`config.mk`:
```
export PLATFORM = sky130hd
export DESIGN_NAME = dmem_port_arbiter
export DESIGN_NICKNAME = d
export VERILOG_FILES = /design/src/rtl/dmem_arb_pkg.sv /design/src/rtl/dmem_req_check.sv /design/src/rtl/dmem_port_arbiter.sv
export SDC_FILE = /design/constraint.sdc
export NUM_CORES = 1
export LEC_CHECK = 0
export CAP_MARGIN = 20
export CORE_AREA = 3 3 92 94
export DETAILED_ROUTE_END_ITERATION = 10
export DIE_AREA = 0 0 95 97
export DONT_BUFFER_PORTS = 1
export GPL_ROUTABILITY_DRIVEN = 0
export PLACE_DENSITY = 0.62
export SLEW_MARGIN = 10
export SYNTH_ARGS = -nofsm -noshare
export SYNTH_HDL_FRONTEND = slang
export SYNTH_SLANG_ARGS = --single-unit
```
`constraint.sdc`:
```
create_clock -name clk_i -period 1.8 [get_ports clk_i]
set_input_delay 0.45 -clock clk_i [delete_from_list [all_inputs] [get_ports clk_i]]
set_output_delay 0.45 -clock clk_i [all_outputs]
set_load 0.02 [all_outputs]
```
`src/rtl/dmem_arb_pkg.sv`:
```
// Shared types and sizing for the data-memory port arbiter.
// Optional feature macro: DMEM_ARB_RR_EN (round-robin arbitration).
package dmem_arb_pkg;

    localparam int unsigned ADDR_W  = 11;
    localparam int unsigned DATA_W  = 32;
    localparam int unsigned DEPTH_B = 64;

    typedef enum logic [1:0] {
        IDLE   = 2'd0,
        ACCESS = 2'd1,
        RESP   = 2'd2
    } arb_state_e;

    typedef enum logic {
        OWN_CPU = 1'b0,
        OWN_DBG = 1'b1
    } owner_e;

    typedef struct packed {
        logic              we;
        logic [ADDR_W-1:0] addr;
        logic [DATA_W-1:0] wdata;
    } mem_req_t;

endpackage

```
`src/rtl/dmem_req_check.sv`:
```
// Combinational legality check of a word access: aligned and fully inside memory.
module dmem_req_check #(
    parameter int unsigned ADDR_W  = 11,
    parameter int unsigned DEPTH_B = 64
) (
    input  logic [ADDR_W-1:0] addr_i,
    output logic              err_o
);

    // Highest legal word start address (last word ends at DEPTH_B-1).
    localparam logic [ADDR_W-1:0] MAX_ADDR = ADDR_W'(DEPTH_B - 4);

    always_comb begin
        err_o = (addr_i[1:0] != 2'b00) || (addr_i > MAX_ADDR);
    end

endmodule

```
`src/rtl/dmem_port_arbiter.sv`:
```
// Shares one data-memory port between the cpu MEM stage and the debug/loader port.
// Optional feature macro: DMEM_ARB_RR_EN (round-robin instead of cpu-first priority).
module dmem_port_arbiter
    import dmem_arb_pkg::*;
(
    input  logic              clk_i,
    input  logic              reset_ni,

    input  logic              cpu_req_i,
    input  logic              cpu_we_i,
    input  logic [ADDR_W-1:0] cpu_addr_i,
    input  logic [DATA_W-1:0] cpu_wdata_i,
    output logic              cpu_gnt_o,
    output logic              cpu_rvalid_o,
    output logic [DATA_W-1:0] cpu_rdata_o,
    output logic              cpu_err_o,

    input  logic              dbg_req_i,
    input  logic              dbg_we_i,
    input  logic [ADDR_W-1:0] dbg_addr_i,
    input  logic [DATA_W-1:0] dbg_wdata_i,
    output logic              dbg_gnt_o,
    output logic              dbg_rvalid_o,
    output logic [DATA_W-1:0] dbg_rdata_o,
    output logic              dbg_err_o,

    output logic              mem_en_o,
    output logic              mem_wr_o,
    output logic [ADDR_W-1:0] mem_addr_o,
    output logic [DATA_W-1:0] mem_wdata_o,
    input  logic [DATA_W-1:0] mem_rdata_i
);

    arb_state_e state_q, state_d;
    owner_e     owner_q, owner_d;
    mem_req_t   req_q,   req_d;
    logic       err_q,   err_d;

    logic cpu_bad_c, dbg_bad_c;
    logic pick_cpu_c, pick_dbg_c;
    logic resp_c, load_ok_c;

    dmem_req_check #(.ADDR_W(ADDR_W), .DEPTH_B(DEPTH_B)) u_cpu_check (
        .addr_i (cpu_addr_i),
        .err_o  (cpu_bad_c)
    );

    dmem_req_check #(.ADDR_W(ADDR_W), .DEPTH_B(DEPTH_B)) u_dbg_check (
        .addr_i (dbg_addr_i),
        .err_o  (dbg_bad_c)
    );

    // Winner selection; owner_q doubles as the last-granted requester.
    always_comb begin
        pick_cpu_c = 1'b0;
        pick_dbg_c = 1'b0;
        if (state_q != ACCESS) begin
`ifdef DMEM_ARB_RR_EN
            pick_cpu_c = cpu_req_i && (!dbg_req_i || (owner_q == OWN_DBG));
`else
            pick_cpu_c = cpu_req_i;
`endif
            pick_dbg_c = dbg_req_i && !pick_cpu_c;
        end
    end

    always_comb begin
        state_d   = state_q;
        owner_d   = owner_q;
        req_d     = req_q;
        err_d     = err_q;
        cpu_gnt_o = pick_cpu_c;
        dbg_gnt_o = pick_dbg_c;

        if (pick_cpu_c) begin
            owner_d = OWN_CPU;
            req_d   = '{we: cpu_we_i, addr: cpu_addr_i, wdata: cpu_wdata_i};
            err_d   = cpu_bad_c;
        end else if (pick_dbg_c) begin
            owner_d = OWN_DBG;
            req_d   = '{we: dbg_we_i, addr: dbg_addr_i, wdata: dbg_wdata_i};
            err_d   = dbg_bad_c;
        end

        unique case (state_q)
            IDLE:    state_d = (pick_cpu_c || pick_dbg_c) ? ACCESS : IDLE;
            ACCESS:  state_d = RESP;
            RESP:    state_d = (pick_cpu_c || pick_dbg_c) ? ACCESS : IDLE;
            default: state_d = IDLE;
        endcase
    end

    always_ff @(posedge clk_i or negedge reset_ni) begin
        if (!reset_ni) begin
            state_q <= IDLE;
            owner_q <= OWN_DBG;
            req_q   <= '0;
            err_q   <= 1'b0;
        end else begin
            state_q <= state_d;
            owner_q <= owner_d;
            req_q   <= req_d;
            err_q   <= err_d;
        end
    end

    // Memory side: address/data follow the held payload, strobes only in ACCESS.
    always_comb begin
        mem_en_o    = (state_q == ACCESS) && !err_q;
        mem_wr_o    = (state_q == ACCESS) && !err_q && req_q.we;
        mem_addr_o  = req_q.addr;
        mem_wdata_o = req_q.wdata;
    end

    // Response side: only the owner sees rvalid/err/rdata.
    always_comb begin
        resp_c       = (state_q == RESP);
        load_ok_c    = !req_q.we && !err_q;
        cpu_rvalid_o = 1'b0;
        cpu_err_o    = 1'b0;
        cpu_rdata_o  = '0;
        dbg_rvalid_o = 1'b0;
        dbg_err_o    = 1'b0;
        dbg_rdata_o  = '0;
        if (resp_c && (owner_q == OWN_CPU)) begin
            cpu_rvalid_o = 1'b1;
            cpu_err_o    = err_q;
            cpu_rdata_o  = load_ok_c ? mem_rdata_i : '0;
        end
        if (resp_c && (owner_q == OWN_DBG)) begin
            dbg_rvalid_o = 1'b1;
            dbg_err_o    = err_q;
            dbg_rdata_o  = load_ok_c ? mem_rdata_i : '0;
        end
    end

endmodule

```
==> run summary, run 1 <==
Root Buffer = clkbuf_8
Leak = 0.001524 uW
min Tclk post-route = 1.970 ns
detailed placement HPWL = 6.206 mm
fin. max-slew vios = 0
number of port buffers = 0
EDFF count, synth = 0
initial antenna violation count = 0
Synth Instances = 345
area of the multi-input gates = 0.001748 sq mm
hold path startpoint = cpu_wdata_i[23]
Overall Power = 3248 uW
CP startpoint kind = flop
Synth Register Bits = 48
Net count, final = 426
part of the cycle the worst path needs = 109.4%
ys async rst share = 100.0%
IO Pins = 239
syn_nets = 469
RSZ-0062 raised after global routing = true
Crit Path Max Fanout = 34
register area = 0.001204 sq mm
worst slew pin tran = 0.2722 ns
Worst Skew = 0.006924 ns
Slew headroom = 81.85%
run status = finished with violations
Die Ht = 97 um
Placed Cells = 390
worst path required time = 1.35 ns
DRT Pass-1 Iters = 4
R2R depth = 8
vias post-DR = 2341
core box area = 0.007727 sq mm
first-pass GRT wire length = 11.63 mm
Clock transition at path regs = 0.10 ns
clk sinks = 48
drt wl/cell = 20.98 um
Hold WS = 0.2597 ns
GR Overflow Total = 0
drt first-iter violations = 104
Pwr Density = 926.7 mW/mm^2
Die W = 95 um
Setup TNS = -9.847 ns
Worst-Skew Late Latency = 0.30 ns
DRC viols = 0
Max Cap Viol = 0
worst reg2reg endpoint = mem_wdata_o[1]$_DFFE_PN0N_
Filler cells = 696
Synth top cells by count = and3_1, buf_4, dfrtp_1
Area Growth Syn to Fin = 14.56%
CP endpoint kind = primary output
count of different cell masters after synthesis = 26
Max VDD drop = 0.0004683 V
largest area contributor in the netlist = dfrtp_1
crit path kind = flop to primary output
Reg2Reg Setup Slack = 0.32 ns
fin util = 45.35%
Final ANT Viol Nets = 0
Synth top area share = 38.45%
Vias per Instance = 5.780
synthesized area = 0.003059 sq mm
CTS tree = yes
Critical Path AT = 1.52 ns
f_max = 507.7 MHz
Hold Path Cell Cnt = 2
most frequently used flop master after synthesis = dfrtp_1
Worst Hold Path EP = mem_wdata_o[23]$_DFFE_PN0N_
violated checks = setup timing
Num CTS Buffers = 5
number of global-route vias before repair = 2079
antenna cells = 0
Hold Crit Class = input pin to flop
All-Layer GR Usage = 16.36%
sequential area share after synthesis = 39.30%
count leader, synth = and3_1
Area contributors post-synth = dfrtp_1, and3_1, buf_4
WL final = 8.495 mm
min setup slack post-route = -0.1698 ns
FP Rows = 32
Final Hold Fails = 0
initial core utilization = 39.59%
die footprint = 0.009215 sq mm
R2R Path Start = state_q[0]$_DFF_PN0_
largest net degree at the start of global routing = 65
final non-filler cell total = 405
CTS H-tree lvls = 2
Synth Warn # = 0
# setup viols final = 67
worst-case clock buffer depth = 2
syn_area_per_cell = 8.867 sq um
share of layout cells above drive strength 1 = 35.64%
[layout by cell type, fill, tap and decap left out, drive strengths merged]
cell          n
a21oi         9
o21ai        42
dfrtp        47
nor3          2
nand2b        1
and3         64
nor3b         1
nand3b        5
nor4          2
nor2          6
or4           1
and2          3
inv           5
dfstp         1
mux2i        37
o22ai         9
a311o         1
nand2        39
buf          18
clkbuf        8
and3b         1
dlygate4sd3   1
[state kept, by name, summed over array words and instances (netlist names)]
| register | cells |
|---|---|
| req_q | 1 |
| err_q | 1 |
| mem_addr_o | 11 |
| owner_q | 1 |
| mem_wdata_o | 32 |
| state_q | 2 |
[per-layer routing]
| layer | vias up | track usage, % | routed length [um] |
|---|---|---|---|
| met1 | 1092 | 17.38 | 3089 |
| met4 | 0 | 4.329 | 63 |
| met3 | 4 | 4.588 | 873 |
| li1 | 1079 | - | - |
| met2 | 166 | 30.80 | 4467 |
| met5 | - | 0 | 0 |
[worst max path at each step]
| stage | from | to | slack (ns) | depth (start not counted) |
|---|---|---|---|---|
| 2_1_floorplan | owner_q$_DFFE_PN1N_ | dbg_rdata_o[23] | -0.02 | 4 |
| 3_3_place_gp | owner_q$_DFFE_PN1N_ | dbg_rdata_o[16] | 0.17 | 3 |
| 3_5_place_dp | owner_q$_DFFE_PN1N_ | dbg_rdata_o[6] | 0.15 | 3 |
| 4_1_cts | owner_q$_DFFE_PN1N_ | dbg_rdata_o[17] | -0.15 | 3 |
| 5_1_grt | owner_q$_DFFE_PN1N_ | dbg_rdata_o[15] | -0.22 | 3 |
| 6_report | owner_q$_DFFE_PN1N_ | dbg_rdata_o[29] | -0.17 | 3 |
[cells by family after synthesis]
kind of cell           Yosys count  synth area share (%)
and+or+nand+nor                125                 22.66
AOI/OAI and AO/OA               61                 10.51
muxes                           37                 12.11
buffers and inverters           74                 15.42
DFF                             48                 39.30
[area by class of cell]
cell class / instances / share of cell area [%]
tap: 102 / 3.642
inverter: 3 / 0.3213
timing repair buffer: 21 / 8.961
sequential: 48 / 34.34
multi-input combinational: 223 / 49.88
clock inverter: 2 / 0.4998
clock buffer: 6 / 2.356
[repair_timing]
item | 4_1_cts | 5_1_grt
gates resized for setup | 67 | 67
endpoints found under the setup margin | 70 | 67
hold endpoints to repair | 48 | 0
cloned | 0 | 3
setup buffers | 0 | 2
hold buffers | 2 | 0
pin swaps | 1 | 35
[through the flow]
| step | area, sq um | setup WS, ns |
|---|---|---|
| after floorplan | 3078 | -0.02259 |
| after global placement | 2925 | 0.1736 |
| after detailed placement | 2925 | 0.1524 |
| after CTS | 3166 | -0.1457 |
| after global routing | 3505 | -0.2175 |
| final | 3505 | -0.1698 |
[worst max-delay path, cell delays in order, from the launching register on]
cell	delay (ns)
dfstp_2	0.57
and3b_2	0.21
buf_12	0.18
and3_4	0.25
[power breakdown]
group / total [uW] / switching [uW] / internal, uW / leakage (uW)
clock network: 705 / 383 / 322 / 0.0000522
logic: 848 / 474 / 374 / 0.000901
registers: 1690 / 410 / 1280 / 0.000571
No activity file was read; power rests on OpenSTA's default activity.
==> run 2, diff against run 1 <==
--- a/config.mk
+++ b/config.mk
@@ -6,12 +6,12 @@
 export NUM_CORES = 1
 export LEC_CHECK = 0
 export CAP_MARGIN = 20
-export CORE_AREA = 3 3 92 94
+export CORE_AREA = 3 3 93 95
 export DETAILED_ROUTE_END_ITERATION = 10
-export DIE_AREA = 0 0 95 97
+export DIE_AREA = 0 0 96 98
 export DONT_BUFFER_PORTS = 1
 export GPL_ROUTABILITY_DRIVEN = 0
-export PLACE_DENSITY = 0.62
+export PLACE_DENSITY_LB_ADDON = 0.05
 export SLEW_MARGIN = 10
 export SYNTH_ARGS = -nofsm -noshare
 export SYNTH_HDL_FRONTEND = slang
==> run summary, run 2 (same netlist as run 1, synthesis figures left out) <==
run status = finished with violations
violated checks = setup timing
worst-case clock buffer depth = 2
Slowest cell on crit path = dfstp_2
number of global-route vias before repair = 2194
die footprint = 0.009408 sq mm
CP startpoint kind = flop
Max VDD drop = 0.0005123 V
RSZ-0062 raised after global routing = true
most frequent cells in the layout = and3_2, dfrtp_1, mux2i_1, nand2_1, o21ai_0
CTS tree = yes
final non-filler cell total = 408
Hold Crit Class = input pin to flop
Net count, final = 428
first-pass GRT wire length = 12.33 mm
Slew headroom = 81.99%
DRT Pass-1 Iters = 4
initial antenna violation count = 1
Worst-Skew Late Latency = 0.29 ns
Worst Skew = 0.005842 ns
Area Growth Syn to Fin = 6.380%
crit path kind = flop to primary output
drt first-iter violations = 63
core box area = 0.007807 sq mm
Placed Cells = 391
Crit Path Max Fanout = 17
Vias per Instance = 5.659
worst slew pin tran = 0.2677 ns
clk sinks = 48
CP max stage delay = 0.53 ns
Setup TNS = -10.03 ns
GR Overflow Total = 0
Leak = 0.001605 uW
min setup slack post-route = -0.1803 ns
WL final = 8.923 mm
fin. max-slew vios = 0
Final ANT Viol Nets = 0
# setup viols final = 67
largest net degree at the start of global routing = 65
FP Rows = 32
CTS H-tree lvls = 2
worst path required time = 1.35 ns
Critical Path AT = 1.53 ns
initial core utilization = 39.18%
share of layout cells above drive strength 1 = 34.54%
vias post-DR = 2309
Final Hold Fails = 0
CP endpoint kind = primary output
most common cell after layout, fill and taps aside = and3_2
f_max = 505.0 MHz
Pwr Density = 953.9 mW/mm^2
Worst Path Buf+Inv = 1
Die Ht = 98 um
drt wl/cell = 21.87 um
IO Pins = 239
All-Layer GR Usage = 17.16%
Max Cap Viol = 0
part of the cycle the worst path needs = 110.0%
detailed placement HPWL = 6.623 mm
Root Buffer = clkbuf_8
Top Family by Delay on Critical Path = flip-flops
max FFs per register = 32
Clock transition at path regs = 0.09 ns
DRC viols = 0
Num CTS Buffers = 5
CP Cell Sequence = and3b_2 > clkbuf_16 > and3_2
min Tclk post-route = 1.980 ns
Die W = 96 um
number of port buffers = 0
-- run 2: area by class of cell --
class                   count  area [sq um]
inverters                   3         11.26
multi-input cells         223          1505
repair buffers             23         321.6
clock inverters             2         12.51
diodes                      2         5.005
flip-flops and latches     48          1202
well taps                 102         127.6
clock buffers               5         68.82
fillers                   766          4553
-- run 2: where the power goes --
group / total (uW) / internal (uW) / switching (uW)
clock: 613 / 264 / 350
sequential: 1690 / 1280 / 405
combinational: 802 / 346 / 455
total: 3100 / 1890 / 1210
-- run 2: routing by layer --
metal	routed length [um]	GRT usage [%]
met4	148	6.455
met5	0	0
met3	902	5.624
met2	4935	31.07
met1	2937	17.95
-- run 2: final timing paths --
| kind | from | endpoint | slack, ns | cells after the start |
|---|---|---|---|---|
| max reg2reg | state_q[1]$_DFF_PN0_ | err_q$_DFFE_PN0N_ | 0.23 | 5 |
| max | owner_q$_DFFE_PN1N_ | dbg_rdata_o[28] | -0.18 | 3 |
| min | cpu_wdata_i[25] | mem_wdata_o[25]$_DFFE_PN0N_ | 0.27 | 2 |
| min in group asynchronous | reset_ni | mem_wdata_o[11]$_DFFE_PN0N_ | 0.65 | 2 |
| max in group asynchronous | reset_ni | owner_q$_DFFE_PN1N_ | 0.87 | 2 |
| min reg2reg | state_q[0]$_DFF_PN0_ | state_q[0]$_DFF_PN0_ | 0.55 | 1 |
-- run 2: what timing repair did --
action / in CTS / in global routing
cloned: 1 / 3
endpoints found under the hold margin: 48 / 0
pin swaps: 0 / 1
buffers inserted: 1 / 1
hold buffers: 2 / 0
setup endpoints to repair: 69 / 68
resized for setup: 63 / 7
-- run 2: per-stage QoR --
step	utilization (%)	setup slack [ns]	hold WS [ns]	total power [uW]	cell area (sq um)
finish	41.68	-0.1803	0.2678	3104	3254
global route	41.68	-0.2509	0.2502	3301	3254
CTS	40.54	-0.2107	0.2577	3111	3166
detailed placement	37.48	0.1156	0.1557	2422	2927
global placement	37.48	0.1367	0.1555	2411	2927
floorplan	-	-0.02259	0.1544	2473	3078
==> run 3, diff against run 2 <==
--- a/config.mk
+++ b/config.mk
@@ -11,7 +11,7 @@
 export DIE_AREA = 0 0 96 98
 export DONT_BUFFER_PORTS = 1
 export GPL_ROUTABILITY_DRIVEN = 0
-export PLACE_DENSITY_LB_ADDON = 0.05
+export PLACE_DENSITY_LB_ADDON = 0.15
 export SLEW_MARGIN = 10
 export SYNTH_ARGS = -nofsm -noshare
 export SYNTH_HDL_FRONTEND = slang
==> run summary, run 3 (same netlist as run 1, synthesis figures left out) <==
run status = finished with violations
violated checks = setup timing
Net count, final = 425
most frequent cells in the layout = and3_2, dfrtp_1, mux2i_1, nand2_1, o21ai_0
max FFs per register = 32
CTS tree = yes
Worst Skew = 0.007171 ns
number of port buffers = 0
Clock transition at path regs = 0.09 ns
share of layout cells above drive strength 1 = 33.55%
CP endpoint kind = primary output
antenna cells = 0
WL final = 8.321 mm
largest net degree at the start of global routing = 65
worst slew pin tran = 0.3206 ns
Root Buffer = clkbuf_8
f_max = 503.8 MHz
drt wl/cell = 20.65 um
clk sinks = 48
Final ANT Viol Nets = 0
vias post-DR = 2334
RSZ-0062 raised after global routing = true
fin. max-slew vios = 0
Final Hold Fails = 0
Area Growth Syn to Fin = 4.703%
GR Overflow Total = 0
part of the cycle the worst path needs = 110.3%
most common cell after layout, fill and taps aside = and3_2
Pwr Density = 1041 mW/mm^2
FP Rows = 32
worst path required time = 1.35 ns
# setup viols final = 67
crit path kind = flop to primary output
Vias per Instance = 5.792
Num CTS Buffers = 5
Crit Path Max Fanout = 34
DRT Pass-1 Iters = 4
min Tclk post-route = 1.985 ns
Max Cap Viol = 0
IO Pins = 239
number of global-route vias before repair = 2116
worst-case clock buffer depth = 2
core box area = 0.007807 sq mm
initial core utilization = 39.18%
die footprint = 0.009408 sq mm
Critical Path AT = 1.54 ns
Worst-Skew Late Latency = 0.29 ns
Die Ht = 98 um
final instance area = 0.003203 sq mm
All-Layer GR Usage = 16.12%
first-pass GRT wire length = 11.69 mm
Filler cells = 794
drt first-iter violations = 79
DRC viols = 0
dpl cell area = 0.002943 sq mm
Setup TNS = -9.379 ns
Slew headroom = 78.63%
initial antenna violation count = 0
CP startpoint kind = flop
detailed placement HPWL = 6.507 mm
Die W = 96 um
Leak = 0.001600 uW
Max VDD drop = 0.0004074 V
min setup slack post-route = -0.1851 ns
Overall Power = 3333 uW
fin util = 41.03%
Hold Crit Class = input pin to flop
CTS H-tree lvls = 2
run 3: final cells by class:
type,instances,area [sq um],area share [%]
Clock inverter,2,60.06,1.875
Tap cell,102,127.6,3.984
Timing Repair Buffer,20,246.5,7.695
Multi-Input combinational cell,223,1483,46.29
Clock buffer,5,68.82,2.148
Sequential cell,48,1204,37.58
Inverter,3,13.76,0.4297
run 3: worst max-delay path, stage by stage, from the launching register on:
cell     delay, ns
dfstp_2       0.56
and3b_2       0.21
buf_12        0.16
and3_1        0.18
buf_6         0.12
run 3: repair_timing:
action	in CTS	in global routing
endpoints found under the hold margin	48	0
pin swaps	0	1
setup endpoints to repair	70	68
setup buffers	0	0
gates resized for setup	62	1
hold buffers	2	0
cloned	0	0
run 3: per-layer routing:
| layer | global-route usage [%] | share of wire, % | vias to the layer above |
|---|---|---|---|
| met5 | 0 | 0 | - |
| met4 | 4.814 | 1.5 | 0 |
| met3 | 5.162 | 11 | 9 |
| met2 | 29.31 | 52 | 146 |
| met1 | 17.39 | 36 | 1113 |
| li1 | - | - | 1066 |
run 3: metrics by stage:
step                cells  setup slack [ns]  hold slack (ns)
floorplan             345          -0.02259           0.1544
global placement      394            0.1317           0.1556
detailed placement    394            0.1214           0.1556
CTS                   403           -0.2054           0.2557
global route          403           -0.2509           0.2556
finish                403           -0.1851           0.2675
run 3: final timing paths:
check                                          start                     endpoint  slack (ns)  cells past startpoint
worst max-delay path             owner_q$_DFFE_PN1N_              dbg_rdata_o[16]       -0.19                      4
worst min-delay path                 cpu_wdata_i[14]  mem_wdata_o[14]$_DFFE_PN0N_        0.27                      2
worst max register to register  state_q[1]$_DFF_PN0_   mem_wdata_o[4]$_DFFE_PN0N_        0.38                      5
worst min register to register  state_q[0]$_DFF_PN0_         state_q[0]$_DFF_PN0_        0.51                      1
max in group asynchronous                   reset_ni          owner_q$_DFFE_PN1N_        0.88                      2
min in group asynchronous                   reset_ni  mem_wdata_o[10]$_DFFE_PN0N_        0.64                      2
run 3: power by group:
part	total, uW	internal, uW	switching (uW)	leakage [uW]
Sequential	1700	1280	412	0.000571
Clock	902	547	355	0.0000642
Combinational	735	309	426	0.000964
Total	3330	2140	1190	0.00160
